File: config.mk
export PLATFORM = sky130hd
export DESIGN_NAME = timer_bridge
export DESIGN_NICKNAME = d
export VERILOG_FILES = /design/src/rtl/timer_bridge_pkg.sv /design/src/rtl/timer_addr_decode.sv /design/src/rtl/timer_bridge.sv
export SDC_FILE = /design/constraint.sdc
export NUM_CORES = 1
export LEC_CHECK = 0
export CAP_MARGIN = 30
export CORE_AREA = 2 2 134 136
export DETAILED_ROUTE_END_ITERATION = 12
export DIE_AREA = 0 0 136 138
export PLACE_DENSITY_LB_ADDON = 0.3
export SLEW_MARGIN = 20
export SYNTH_ARGS = -nofsm -noshare
export SYNTH_HDL_FRONTEND = slang
export SYNTH_SLANG_ARGS = --single-unit
File: constraint.sdc
create_clock -name CLK -period 6.38 [get_ports CLK]
set_clock_uncertainty 0.05 [all_clocks]
set_input_delay 1.914 -clock CLK [delete_from_list [all_inputs] [get_ports CLK]]
set_output_delay 1.914 -clock CLK [all_outputs]
set_load 0.02 [all_outputs]
File: src/rtl/timer_bridge_pkg.sv
// Shared constants for the timer bridge: register offsets, default device
// bases and the aux arbitration FSM encoding.
package timer_bridge_pkg;

  localparam logic [1:0] CTRL   = 2'd0;
  localparam logic [1:0] PRESET = 2'd1;
  localparam logic [1:0] COUNT  = 2'd2;

  localparam logic [31:0] T0_BASE_DEF = 32'h0000_7F00;
  localparam logic [31:0] T1_BASE_DEF = 32'h0000_7F10;

  typedef enum logic [1:0] {
    IDLE = 2'd0,
    WAIT = 2'd1,
    ACK  = 2'd2
  } state_t;

endpackage

File: src/rtl/timer_addr_decode.sv
// Maps a byte address onto {valid, timer select, register offset}.
// Each timer occupies a 16-byte aligned window with three word registers.
module timer_addr_decode
  import timer_bridge_pkg::*;
#(
  parameter logic [31:0] T0_BASE = T0_BASE_DEF,
  parameter logic [31:0] T1_BASE = T1_BASE_DEF
) (
  input  logic [31:0] addr,
  output logic        valid,
  output logic        sel,
  output logic [1:0]  inner
);

  logic in_t0;
  logic in_t1;
  logic reg_ok;
  logic unused_byte_lane;

  assign in_t0  = addr[31:4] == T0_BASE[31:4];
  assign in_t1  = addr[31:4] == T1_BASE[31:4];
  assign reg_ok = (addr[3:2] == CTRL) | (addr[3:2] == PRESET) | (addr[3:2] == COUNT);

  assign valid = (in_t0 | in_t1) & reg_ok;
  assign sel   = ~in_t0 & in_t1;
  assign inner = addr[3:2];

  // Accesses are word-wide; the byte lane bits carry no information here.
  assign unused_byte_lane = ^addr[1:0];

endmodule

File: src/rtl/timer_bridge.sv
// Bridge from the CPU data port and an aux bus master to two timers.
// The CPU wins by default; a blocked aux request stalls the CPU once after MAX_WAIT.
//
// Aux handshake: aux_req is held with stable fields until the single-cycle
// aux_ack pulse; dropping aux_req before issue abandons the access, and
// aux_rdata/aux_err are only meaningful while aux_ack is high.
module timer_bridge
  import timer_bridge_pkg::*;
#(
  parameter logic [31:0] T0_BASE  = T0_BASE_DEF,
  parameter logic [31:0] T1_BASE  = T1_BASE_DEF,
  parameter int unsigned MAX_WAIT = 4
) (
  input  logic        CLK,
  input  logic        RST,
  input  logic        cpu_req,
  input  logic        cpu_we,
  input  logic [31:0] cpu_addr,
  input  logic [31:0] cpu_wd,
  output logic [31:0] cpu_rd,
  output logic        cpu_hit,
  output logic        cpu_stall,
  input  logic        aux_req,
  input  logic        aux_we,
  input  logic [31:0] aux_addr,
  input  logic [31:0] aux_wd,
  output logic        aux_ack,
  output logic [31:0] aux_rdata,
  output logic        aux_err,
  output logic [1:0]  t0_addr,
  output logic        t0_we,
  output logic [31:0] t0_wd,
  input  logic [31:0] t0_rd,
  output logic [1:0]  t1_addr,
  output logic        t1_we,
  output logic [31:0] t1_wd,
  input  logic [31:0] t1_rd,
  input  logic        t0_irq,
  input  logic        t1_irq,
  output logic [5:0]  hwint,
  output logic [1:0]  dbg_state
);

  state_t     state;
  logic [3:0] wait_cnt;

  logic       cpu_valid, cpu_sel, aux_valid, aux_sel;
  logic [1:0] cpu_inner, aux_inner;
  logic       cpu_raw_hit, at_limit, aux_issue, starve;
  logic       we_any, we_sel;
  logic [31:0] aux_rd_sel;

  timer_addr_decode #(.T0_BASE(T0_BASE), .T1_BASE(T1_BASE)) u_cpu_dec (
    .addr(cpu_addr), .valid(cpu_valid), .sel(cpu_sel), .inner(cpu_inner)
  );

  timer_addr_decode #(.T0_BASE(T0_BASE), .T1_BASE(T1_BASE)) u_aux_dec (
    .addr(aux_addr), .valid(aux_valid), .sel(aux_sel), .inner(aux_inner)
  );

  assign cpu_raw_hit = cpu_req & cpu_valid;
  assign at_limit    = wait_cnt == 4'(MAX_WAIT);

  // Reset gates the issue so an access caught mid-flight never writes.
  always_comb begin
    aux_issue = 1'b0;
    if (!RST && aux_req) begin
      case (state)
        IDLE:    aux_issue = ~cpu_raw_hit;
        WAIT:    aux_issue = ~cpu_raw_hit | at_limit;
        default: aux_issue = 1'b0;
      endcase
    end
  end

  assign starve    = aux_issue & cpu_raw_hit;
  assign cpu_stall = starve;
  assign cpu_hit   = cpu_raw_hit & ~starve;
  assign dbg_state = state;

  always_comb begin
    if (aux_issue) begin
      we_any = aux_we & aux_valid;
      we_sel = aux_sel;
    end else begin
      we_any = cpu_hit & cpu_we;
      we_sel = cpu_sel;
    end
    t0_addr    = aux_issue ? aux_inner : cpu_inner;
    t1_addr    = t0_addr;
    t0_wd      = aux_issue ? aux_wd : cpu_wd;
    t1_wd      = t0_wd;
    t0_we      = we_any & ~we_sel;
    t1_we      = we_any & we_sel;
    cpu_rd     = cpu_hit ? (cpu_sel ? t1_rd : t0_rd) : 32'd0;
    aux_rd_sel = aux_valid ? (aux_sel ? t1_rd : t0_rd) : 32'd0;
  end

  always_ff @(posedge CLK) begin
    if (RST) begin
      state     <= IDLE;
      wait_cnt  <= 4'd0;
      aux_ack   <= 1'b0;
      aux_err   <= 1'b0;
      aux_rdata <= 32'd0;
      hwint     <= 6'd0;
    end else begin
      hwint   <= {4'b0, t1_irq, t0_irq};
      aux_ack <= aux_issue;
      if (aux_issue) begin
        aux_rdata <= aux_rd_sel;
        aux_err   <= ~aux_valid;
      end
      case (state)
        IDLE: begin
          if (aux_issue) begin
            state <= ACK;
          end else if (aux_req) begin
            state    <= WAIT;
            wait_cnt <= 4'd1;
          end
        end
        WAIT: begin
          if (!aux_req) begin
            state    <= IDLE;
            wait_cnt <= 4'd0;
          end else if (aux_issue) begin
            state    <= ACK;
            wait_cnt <= 4'd0;
          end else begin
            wait_cnt <= wait_cnt + 4'd1;
          end
        end
        ACK:     state <= IDLE;
        default: state <= IDLE;
      endcase
    end
  end

endmodule

==> results.yml <==
die:
  die_area_um2: 18800
  fp.dieH_um: 138
  std_cell_rows: 49
  die_w_um: 136
  top_level_ports: 346
  initial_core_util_pct: 21.2
  core_region_area_um2: 17500
hold_path:
  hp-start: "aux_rdata[24]$_SDFFE_PP0P_"
  worstHoldPathCells: 2
  hp-class: "reg2reg"
  whs_endpoint: "aux_rdata[24]$_SDFFE_PP0P_"
global_route:
  grt_pass1_wl_um: 26400
  antenna_found_initial: 0
  track_usage_pct: 18.3
  grt_pass1_vias: 4564
  grt_overflow: 0
  grt_max_degree: 70
synthesis:
  synth_top_area_share_pct: 22.7
  yosysSeqAreaShare_pct: 22.7
  synth_area_leaders: "dfxtp_1 23%, mux2_4 11%, mux2i_1 8.4%"
  netlist_area_um2: 3710
  synth_edf_count: 0
  synth-seq-cells: 42
  synth_area_per_cell_um2: 8.73
  yosysWarnings: 0
  ys.flop_type: "dfxtp_1"
  async_flop_share_pct: 0
  yosys.area.top_type: "dfxtp_1"
  syn_inst: 425
  yosysUniqueCellTypes: 50
cts:
  hold_buffers: 0
  cts_tree: "yes"
  clk_pin_slew_ps: 60
  clk_path_buf_depth: 2
  clk-insertion-delay-late_ps: 290
  cts_sinks: 42
  root_buffer: "clkbuf_16"
  h-tree-depth: 2
  cts_buffers: 5
routing:
  via_per_inst: 4.70
  drcViolationCount: 0
  wl_per_cell_um: 19.1
  via_count: 4513
  drtIter0Drc: 244
  drt-total-wl_um: 18300
  final_antenna_net_count: 0
  drt-pass1-iter-count: 4
pwr:
  intPower_w: 0.000602
  pwr-share-seq_pct: 30.5
  worst_ir_drop_vdd_uv: 83.9
  clockPowerShare_pct: 30.3
  p_switching_w: 0.000267
  power.density_nw_per_um2: 122
  leakagePower_nw: 2.99
  power_frac_comb_pct: 39.2
  p_sw_share_pct: 30.8
critical_path:
  crit_path_end_kind: "primary output"
  arrival_ps: 4350
  cp_slowest_cell: "or4_1"
  rrSetupSlack_ps: 3700
  required_ps: 4420
  cp_max_fo: 18
  timing.rr.start: "wait_cnt[0]$_SDFFE_PP0P_"
  r2r_end: "aux_rdata[9]$_SDFFE_PP0P_"
  max_stage_delay_ps: 560
  reg2reg_depth: 7
  worstSetupPathType: "in2out"
  critPathLaunchType: "primary input"
  worstPathCellList: "clkdlybuf4s50_1, or4_1, and4bb_1, and2_4, a21oi_4, buf_12, mux2_4, dlygate4sd2_1"
sta:
  rsz0062_at_grt: "no"
  drv_slew: 0
  setup_violations: 0
  finalCritPeriodShare_pct: 98.9
  fmax_mhz: 158
  worst_slew_margin_rel_pct: 54.3
  hold_viol: 0
  period_minus_slack_ps: 6310
  worstMarginPinSlew_ps: 686
placed_design:
  dp_hpwl_um: 14400
  gp_congestion: 0.929
  placed_area_um2: 7140
  io_buffer_count: 337
finish:
  diodes: 0
  syn2layout_area_growth_pct: 91.2
  final_nets: 932
  regArea_um2: 841
  multi_input_area_um2: 2400
  final_common_cell: "clkdlybuf4s50_1"
  final_cell_mix: "232 x clkdlybuf4s50_1, 71 x nand2_1, 58 x dlygate4sd2_1"
  finalInstanceArea_um2: 7100
  fillCellCount: 1789
  drive_above_1_share_pct: 20.5
  utilization_pct: 40.5
status:
  outcome: "finished, final reports clean"
job:
  maxCapViolCount: 0
[cells by family (layout without fill, tap and decap cells)]
family | count (synthesis) | after routing | synth area share [%]
AOI/OAI and AO/OA | 80 | 80 | 17.5
adders and majority gates | 2 | 2 | 0.674
buffers and inverters | 81 | 384 | 13.7
DFF | 42 | 42 | 22.7
muxes | 66 | 66 | 21.8
other | 1 | 4 | 0.101
and+or+nand+nor | 153 | 153 | 23.6
[power by group through the flow]
stage,clock network (W),registers [W],logic [W]
final,0.000263,0.000265,0.000341
after global routing,0.000290,0.000265,0.000360
after CTS,0.000278,0.000265,0.000342
after detailed placement,0,0.000271,0.000363
after global placement,0,0.000271,0.000360
after floorplan,0,0.000274,0.000163
[Yosys cell counts, types with 5 or more instances]
| cell | number |
|---|---|
| o41ai_1 | 19 |
| clkbuf_1 | 19 |
| mux2_2 | 7 |
| nor2_1 | 5 |
| inv_1 | 5 |
| nand4_1 | 7 |
| o41ai_2 | 12 |
| a21oi_1 | 36 |
| nand3b_1 | 31 |
| mux2i_1 | 31 |
| buf_6 | 5 |
| buf_4 | 40 |
| buf_2 | 12 |
| or4_1 | 6 |
| mux2_4 | 28 |
| dfxtp_1 | 42 |
| nand2_1 | 71 |
[worst max-delay path by stage]
stage | end | start | slack [ps]
after global placement | t1_we | aux_addr[30] | -360
after detailed placement | t1_we | aux_addr[30] | -340
after CTS | t1_we | aux_addr[30] | 2
after floorplan | t1_we | cpu_addr[5] | 550
after global routing | t0_wd[13] | cpu_addr[25] | 20
final | t0_wd[13] | cpu_addr[25] | 70
[state kept, by name, indices dropped and copies added (netlist names)]
register and flops:
aux_ack 1, hwint 2, dbg_state 2, aux_rdata 32
wait_cnt 4, aux_err 1
[cell type report]
| type | count | share of cell area, % |
|---|---|---|
| clock buffers | 5 | 1.76 |
| clock inverters | 3 | 0.264 |
| inverters | 5 | 0.264 |
| multi-input cells | 305 | 33.9 |
| flip-flops and latches | 42 | 11.8 |
| well taps | 229 | 4.04 |
| repair buffers | 371 | 48.0 |
[metal layers]
| metal | vias to the layer above | share of wire, % | global-route usage [%] |
|---|---|---|---|
| met2 | 226 | 51 | 34.0 |
| met3 | 37 | 8.7 | 4.69 |
| li1 | 2119 | - | - |
| met5 | - | 0 | 0 |
| met4 | 0 | 3.6 | 6.96 |
| met1 | 2131 | 37 | 19.5 |
[critical path, delay by kind of cell]
kind	cells	cell delay, ps
buffers and inverters	3	940
AO/OA/AOI/OAI	1	70
multiplexers	1	330
AND/OR/NAND/NOR	3	1070
[through the flow]
stage / hold WS (ps) / setup WS (ps) / cells / power [W] / TNS, ps
2_1_floorplan: 412 / 546 / 428 / 0.000436 / 0
3_3_place_gp: 402 / -363 / 950 / 0.000632 / -23310
3_5_place_dp: 413 / -342 / 950 / 0.000634 / -23760
4_1_cts: 423 / 2.38 / 959 / 0.000886 / 0
5_1_grt: 430 / 15.7 / 960 / 0.000915 / 0
6_report: 412 / 68.6 / 960 / 0.000869 / 0
[timing repair]
| item | 4_1_cts | 5_1_grt |
|---|---|---|
| gates cloned | 0 | 1 |
| setup endpoints to repair | 93 | 90 |
| pin swaps | 1 | 2 |
| setup buffers | 1 | 0 |
| gates resized for setup | 99 | 73 |
No activity file was read; power rests on OpenSTA's default activity.
